--- config.mk ---
export PLATFORM = sky130hd
export DESIGN_NAME = bram_port_arbiter
export DESIGN_NICKNAME = d
export VERILOG_FILES = /design/src/rtl/bram_port_arbiter.sv
export SDC_FILE = /design/constraint.sdc
export NUM_CORES = 1
export LEC_CHECK = 0
export ABC_CLOCK_PERIOD_IN_PS = 2200
export CORE_AREA = 2 2 77 79
export DETAILED_ROUTE_END_ITERATION = 12
export DIE_AREA = 0 0 79 81
export MAX_ROUTING_LAYER = met4
export PLACE_DENSITY = 0.75
export SYNTH_ARGS = -nofsm -noshare
export SYNTH_HDL_FRONTEND = slang
export SYNTH_SLANG_ARGS = --single-unit
export TNS_END_PERCENT = 1
--- constraint.sdc ---
create_clock -name clk -period 2.2 [get_ports clk]
set_input_delay 0.33 -clock clk [delete_from_list [all_inputs] [get_ports clk]]
set_output_delay 0.33 -clock clk [all_outputs]
set_load 0.05 [all_outputs]
--- src/rtl/bram_port_arbiter.sv ---
// bram_port_arbiter: two-requester round-robin arbiter with bounded burst
// locking in front of a single synchronous BRAM port. Grants at most one
// access per cycle, drives the BRAM port combinationally from the winner,
// and returns read data (or a write ack) tagged with the requester id after
// RD_LAT cycles.
//
// Handshake: req_valid[i] must not depend on req_ready[i]; a request is
// accepted in the cycle where req_valid[i] & req_ready[i] is high, and its
// response strobe rsp_valid[i] rises exactly RD_LAT cycles later. There is no
// response backpressure.
module bram_port_arbiter #(
  parameter int ADDR_W    = 12,
  parameter int DATA_W    = 8,
  parameter int RD_LAT    = 1,
  parameter int MAX_BURST = 4
) (
  input  logic                clk,
  input  logic                rst,
  input  logic [1:0]          req_valid,
  output logic [1:0]          req_ready,
  input  logic [1:0]          req_we,
  input  logic [1:0]          req_lock,
  input  logic [2*ADDR_W-1:0] req_addr,
  input  logic [2*DATA_W-1:0] req_wdata,
  output logic [1:0]          rsp_valid,
  output logic [DATA_W-1:0]   rsp_data,
  output logic [ADDR_W-1:0]   bram_addr,
  output logic [DATA_W-1:0]   bram_wdata,
  output logic                bram_we,
  output logic                bram_clken,
  input  logic [DATA_W-1:0]   bram_rdata
);

  localparam int CNT_W = 4;
  localparam logic [CNT_W-1:0] MAX_CNT = CNT_W'(MAX_BURST);

  // Arbitration state
  logic             last_grant;
  logic             lock_q;
  logic [CNT_W-1:0] burst_cnt;
  logic [CNT_W-1:0] burst_next;

  // Held BRAM address/data for cycles without a grant
  logic [ADDR_W-1:0] addr_q;
  logic [DATA_W-1:0] wdata_q;

  // Winner selection
  logic              winner;
  logic [1:0]        grant;
  logic              any_grant;
  logic              burst_full;
  logic [ADDR_W-1:0] sel_addr;
  logic [DATA_W-1:0] sel_wdata;
  logic              sel_we;

  // Response pipeline, stage 1 is loaded at the accepting edge
  logic [RD_LAT:1] pipe_v;
  logic [RD_LAT:1] pipe_id;
  logic [RD_LAT:1] pipe_we;
  logic            rsp_fire;

  // Combinational arbitration: single requester always wins; on a tie the
  // locked requester keeps priority until its burst quota is used up,
  // otherwise the requester not served last wins. Nothing is granted in a
  // reset cycle.
  always_comb begin
    grant      = 2'b00;
    winner     = 1'b0;
    burst_full = (burst_cnt >= MAX_CNT);
    if (!rst) begin
      case (req_valid)
        2'b01: begin
          winner = 1'b0;
          grant  = 2'b01;
        end
        2'b10: begin
          winner = 1'b1;
          grant  = 2'b10;
        end
        2'b11: begin
          if (lock_q && !burst_full) begin
            winner = last_grant;
          end else begin
            winner = ~last_grant;
          end
          grant = winner ? 2'b10 : 2'b01;
        end
        default: begin
          grant  = 2'b00;
          winner = 1'b0;
        end
      endcase
    end
  end

  // Winner's request fields and the BRAM port drive
  always_comb begin
    any_grant  = |grant;
    sel_addr   = winner ? req_addr[2*ADDR_W-1:ADDR_W]   : req_addr[ADDR_W-1:0];
    sel_wdata  = winner ? req_wdata[2*DATA_W-1:DATA_W] : req_wdata[DATA_W-1:0];
    sel_we     = winner ? req_we[1] : req_we[0];
    req_ready  = grant;
    bram_clken = any_grant;
    bram_we    = any_grant & sel_we;
    bram_addr  = any_grant ? sel_addr  : addr_q;
    bram_wdata = any_grant ? sel_wdata : wdata_q;
  end

  // Burst counter next value: consecutive grants to the same requester count
  // up and saturate at MAX_BURST; a new owner restarts the count at 1.
  always_comb begin
    burst_next = '0;
    if (any_grant) begin
      if ((winner == last_grant) && (burst_cnt != '0)) begin
        burst_next = burst_full ? MAX_CNT : (burst_cnt + CNT_W'(1));
      end else begin
        burst_next = CNT_W'(1);
      end
    end
  end

  // Arbitration state and held port values; an idle cycle ends any burst.
  always_ff @(posedge clk) begin
    if (rst) begin
      last_grant <= 1'b1;
      lock_q     <= 1'b0;
      burst_cnt  <= '0;
      addr_q     <= '0;
      wdata_q    <= '0;
    end else if (any_grant) begin
      last_grant <= winner;
      lock_q     <= winner ? req_lock[1] : req_lock[0];
      burst_cnt  <= burst_next;
      addr_q     <= sel_addr;
      wdata_q    <= sel_wdata;
    end else begin
      lock_q     <= 1'b0;
      burst_cnt  <= '0;
    end
  end

  // Response tag pipeline matching the BRAM read latency; reset drops
  // everything in flight.
  always_ff @(posedge clk) begin
    if (rst) begin
      pipe_v  <= '0;
      pipe_id <= '0;
      pipe_we <= '0;
    end else begin
      pipe_v[1]  <= any_grant;
      pipe_id[1] <= winner;
      pipe_we[1] <= bram_we;
      for (int k = 2; k <= RD_LAT; k++) begin
        pipe_v[k]  <= pipe_v[k-1];
        pipe_id[k] <= pipe_id[k-1];
        pipe_we[k] <= pipe_we[k-1];
      end
    end
  end

  // Response outputs: strobe to the tagged requester, data zeroed for acks.
  always_comb begin
    rsp_fire  = pipe_v[RD_LAT] & ~rst;
    rsp_valid = 2'b00;
    rsp_data  = '0;
    if (rsp_fire) begin
      rsp_valid = pipe_id[RD_LAT] ? 2'b10 : 2'b01;
      if (!pipe_we[RD_LAT]) begin
        rsp_data = bram_rdata;
      end
    end
  end

endmodule

==> results of run 1 <==
[area by class of cell]
cell class | count | area [um2]
fill | 470 | 2060
timing repair buffer | 124 | 1520
multi-input combinational | 178 | 1310
sequential | 29 | 586
tap | 75 | 93.8
clock buffer | 8 | 80.1
inverter | 9 | 33.8
[worst max-delay path, cell delays in order, from the launching register on]
cell and delay, ns:
dfxtp_2 0.34, nor3b_4 0.29, xnor2_4 0.17, buf_12 0.20
a21oi_1 0.11, or3_4 0.41, buf_12 0.16
[layout by cell type (no fill, tap or decap), drive strengths merged, types with 2 or more instances in the layout]
cell           instances
buf                   69
clkdlybuf4s50         54
and2                  30
a21oi                 30
dfxtp                 29
nand2                 24
o211a                 20
or3                   20
o31a                  20
inv                    9
clkbuf                 8
nor2                   7
o21ai                  4
nor3                   3
a311oi                 2
ha                     2
a41oi                  2
[power by group through the flow]
stage	Clock (mW)	Combinational (mW)	Sequential (mW)
after floorplan	0	0.396	0.581
after global placement	0	0.804	0.583
after detailed placement	0	0.809	0.585
after CTS	0.419	0.854	0.574
after global routing	0.440	0.900	0.577
final	0.407	0.856	0.574
[cell families after synthesis]
kind of cell | Yosys count | synth area share
xor+xnor | 1 | 0.0146
flops | 29 | 0.308
compound gates | 82 | 0.324
simple gates | 92 | 0.275
other cells | 1 | 0.00199
buf+inv | 27 | 0.0637
fa+ha+maj | 2 | 0.0133
[per-layer routing]
layer / GRT usage / routed length, um / part of all wire
met1: 0.224 / 2570 / 0.42
met2: 0.360 / 3140 / 0.52
met3: 0.0356 / 313 / 0.052
met4: 0.0638 / 51 / 0.0084
met5: - / 0 / 0
[through the flow]
stage / worst slack, ns / power, mW
3_3_place_gp: -0.0608 / 1.39
3_5_place_dp: -0.0780 / 1.39
6_report: -0.111 / 1.84
4_1_cts: -0.0956 / 1.85
5_1_grt: -0.178 / 1.92
2_1_floorplan: 0.127 / 0.977
[path summary, 6_finish.rpt]
check                                              from                    end  slack, ns  cells after the start
worst max-delay path            burst_cnt[3]$_SDFF_PP0_          bram_wdata[4]      -0.11                      6
worst min-delay path               addr_q[9]$_SDFF_PP0_   addr_q[9]$_SDFF_PP0_       0.58                      2
worst max register to register  burst_cnt[3]$_SDFF_PP0_  wdata_q[4]$_SDFF_PP0_       0.55                      6
worst min register to register     addr_q[9]$_SDFF_PP0_   addr_q[9]$_SDFF_PP0_       0.58                      2
[synthesized netlist by cell type]
cell type,instances,area (um2)
nor2b_1,1,6.26
nand2_1,24,90.1
a311oi_1,2,17.5
o31a_1,20,175
a21o_1,1,7.51
clkbuf_1,12,45.0
dfxtp_1,29,581
buf_6,2,22.5
or3_1,20,125
nor3b_4,1,18.8
a21boi_0,1,7.51
nor3_1,3,15.0
buf_2,3,15.0
buf_1,1,3.75
conb_1,1,3.75
or4b_2,1,10.0
a41oi_1,2,17.5
nand4bb_1,1,11.3
xnor2_4,1,27.5
and3_1,1,6.26
or3b_2,1,8.76
inv_1,9,33.8
nand4_1,1,6.26
ha_1,2,25.0
nor2_1,7,26.3
and2_1,30,188
nand2b_1,1,6.26
o21ai_0,4,20.0
a211oi_1,1,7.51
a21oi_1,30,150
o211a_1,20,200
o21a_1,1,7.51
[sequential cells by signal, summed over array words and instances (netlist names)]
signal and cells:
addr_q 12, pipe_v 1, pipe_id 1, pipe_we 1, lock_q 1, wdata_q 8, last_grant 1, burst_cnt 4
[timing repair]
action | in CTS | in global routing
endpoints found under the setup margin | 21 | 21
gates cloned | 0 | 0
hold buffers | 0 | 0
buffers inserted | 1 | 1
resized for setup | 27 | 3
pin swaps | 1 | 1
==> results.py, run 1 <==
metrics = {
    "synthesis": {
        "yosys_warnings": 0,
        "synth_seq_cells": 29,
        "ys_types": 32,
        "synth_area_mm2": 0.00189,
        "synthCells": 234,
        "seq_area_frac_synth": 0.308,
        "synth.avg_cell_area_um2": 8.06,
        "synth_fp_nets": 292,
    },
    "power": {
        "p_seq_frac": 0.312,
        "switchingPower_mw": 0.606,
        "comb_power_share": 0.466,
        "max-vdd-ir-drop_uv": 326,
        "leakagePower_nw": 1.62,
        "cellPowerDensity_mw_per_mm2": 508,
        "pwr-share-clk": 0.221,
        "swShare": 0.330,
        "p_int_mw": 1.23,
    },
    "critical_path": {
        "worstSetupStartpointType": "flop",
        "end_kind": "output port",
        "crit_arrival_ns": 1.98,
        "crit_required_ns": 1.87,
        "worstSetupPathType": "reg2out",
        "cp_max_fo": 30,
    },
    "status": {
        "violations": "setup timing",
        "outcome": "finished with violations",
    },
    "route": {
        "postRouteAntennaNets": 0,
        "drc": 0,
        "vias": 2155,
        "via_per_inst": 5.09,
        "routed_wl_um": 6070,
        "wl_per_cell_um": 14.4,
        "dr.pass1.iters": 4,
        "drt_iter0_drc": 84,
    },
    "place": {
        "hpwl_um": 4410,
        "io_buffers": 89,
        "gp_congestion": 0.847,
        "placedCellCount": 413,
        "place_area_mm2": 0.00339,
    },
    "timing": {
        "slew_viol_final": 0,
        "period_share": 1.05,
        "hold_ws_ns": 0.582,
        "finalHoldViolCount": 0,
        "setup_violations": 21,
        "fin_ws_ns": -0.111,
        "fmax_mhz": 433,
        "period_needed_ns": 2.31,
        "setup_tns_ns": -1.39,
        "finalClockSkew_ns": 0.00257,
        "rsz0062_at_grt": "true",
    },
    "job": {
        "maxCapViolations": 0,
    },
    "grt": {
        "grt_use_total": 0.199,
        "grt_overflow": 0,
        "grt_pass1_vias": 2224,
        "antenna_found_initial": 0,
        "grt_first_pass_wirelength_um": 9870,
        "grt_max_degree": 31,
    },
    "finish": {
        "final_nets": 405,
        "final_cells": 423,
        "layout-drive-gt1-share": 0.307,
        "syn2layout_area_growth_pct": 91.8,
        "antenna_cells": 0,
        "fin_util": 0.637,
        "design_area_mm2": 0.00362,
    },
    "clock_network": {
        "cts_root_buf": "clkbuf_8",
        "clockBufferDepth": 2,
        "clk_latency_ns": 0.27,
        "cts_num_sinks": 29,
        "cts_tree": "built",
        "cts_buffers": 5,
        "htree_levels": 2,
        "clkTransAtPathRegs_ns": 0.06,
    },
    "die": {
        "die_w_um": 79,
        "start_util": 0.332,
        "ios": 90,
        "coreArea_mm2": 0.00568,
        "dieArea_mm2": 0.00640,
        "fp.dieH_um": 81,
        "fp-row-count": 28,
    },
    "min_path": {
        "hp-class": "reg2reg",
    },
}
Power figures use the tool's default switching activity.
==> run 2, diff against run 1 <==
HOLD_SLACK_MARGIN = 0.02   (was unset)
==> results of run 2 <==
The final DEF is identical to that of run 1; final timing and power are the same.
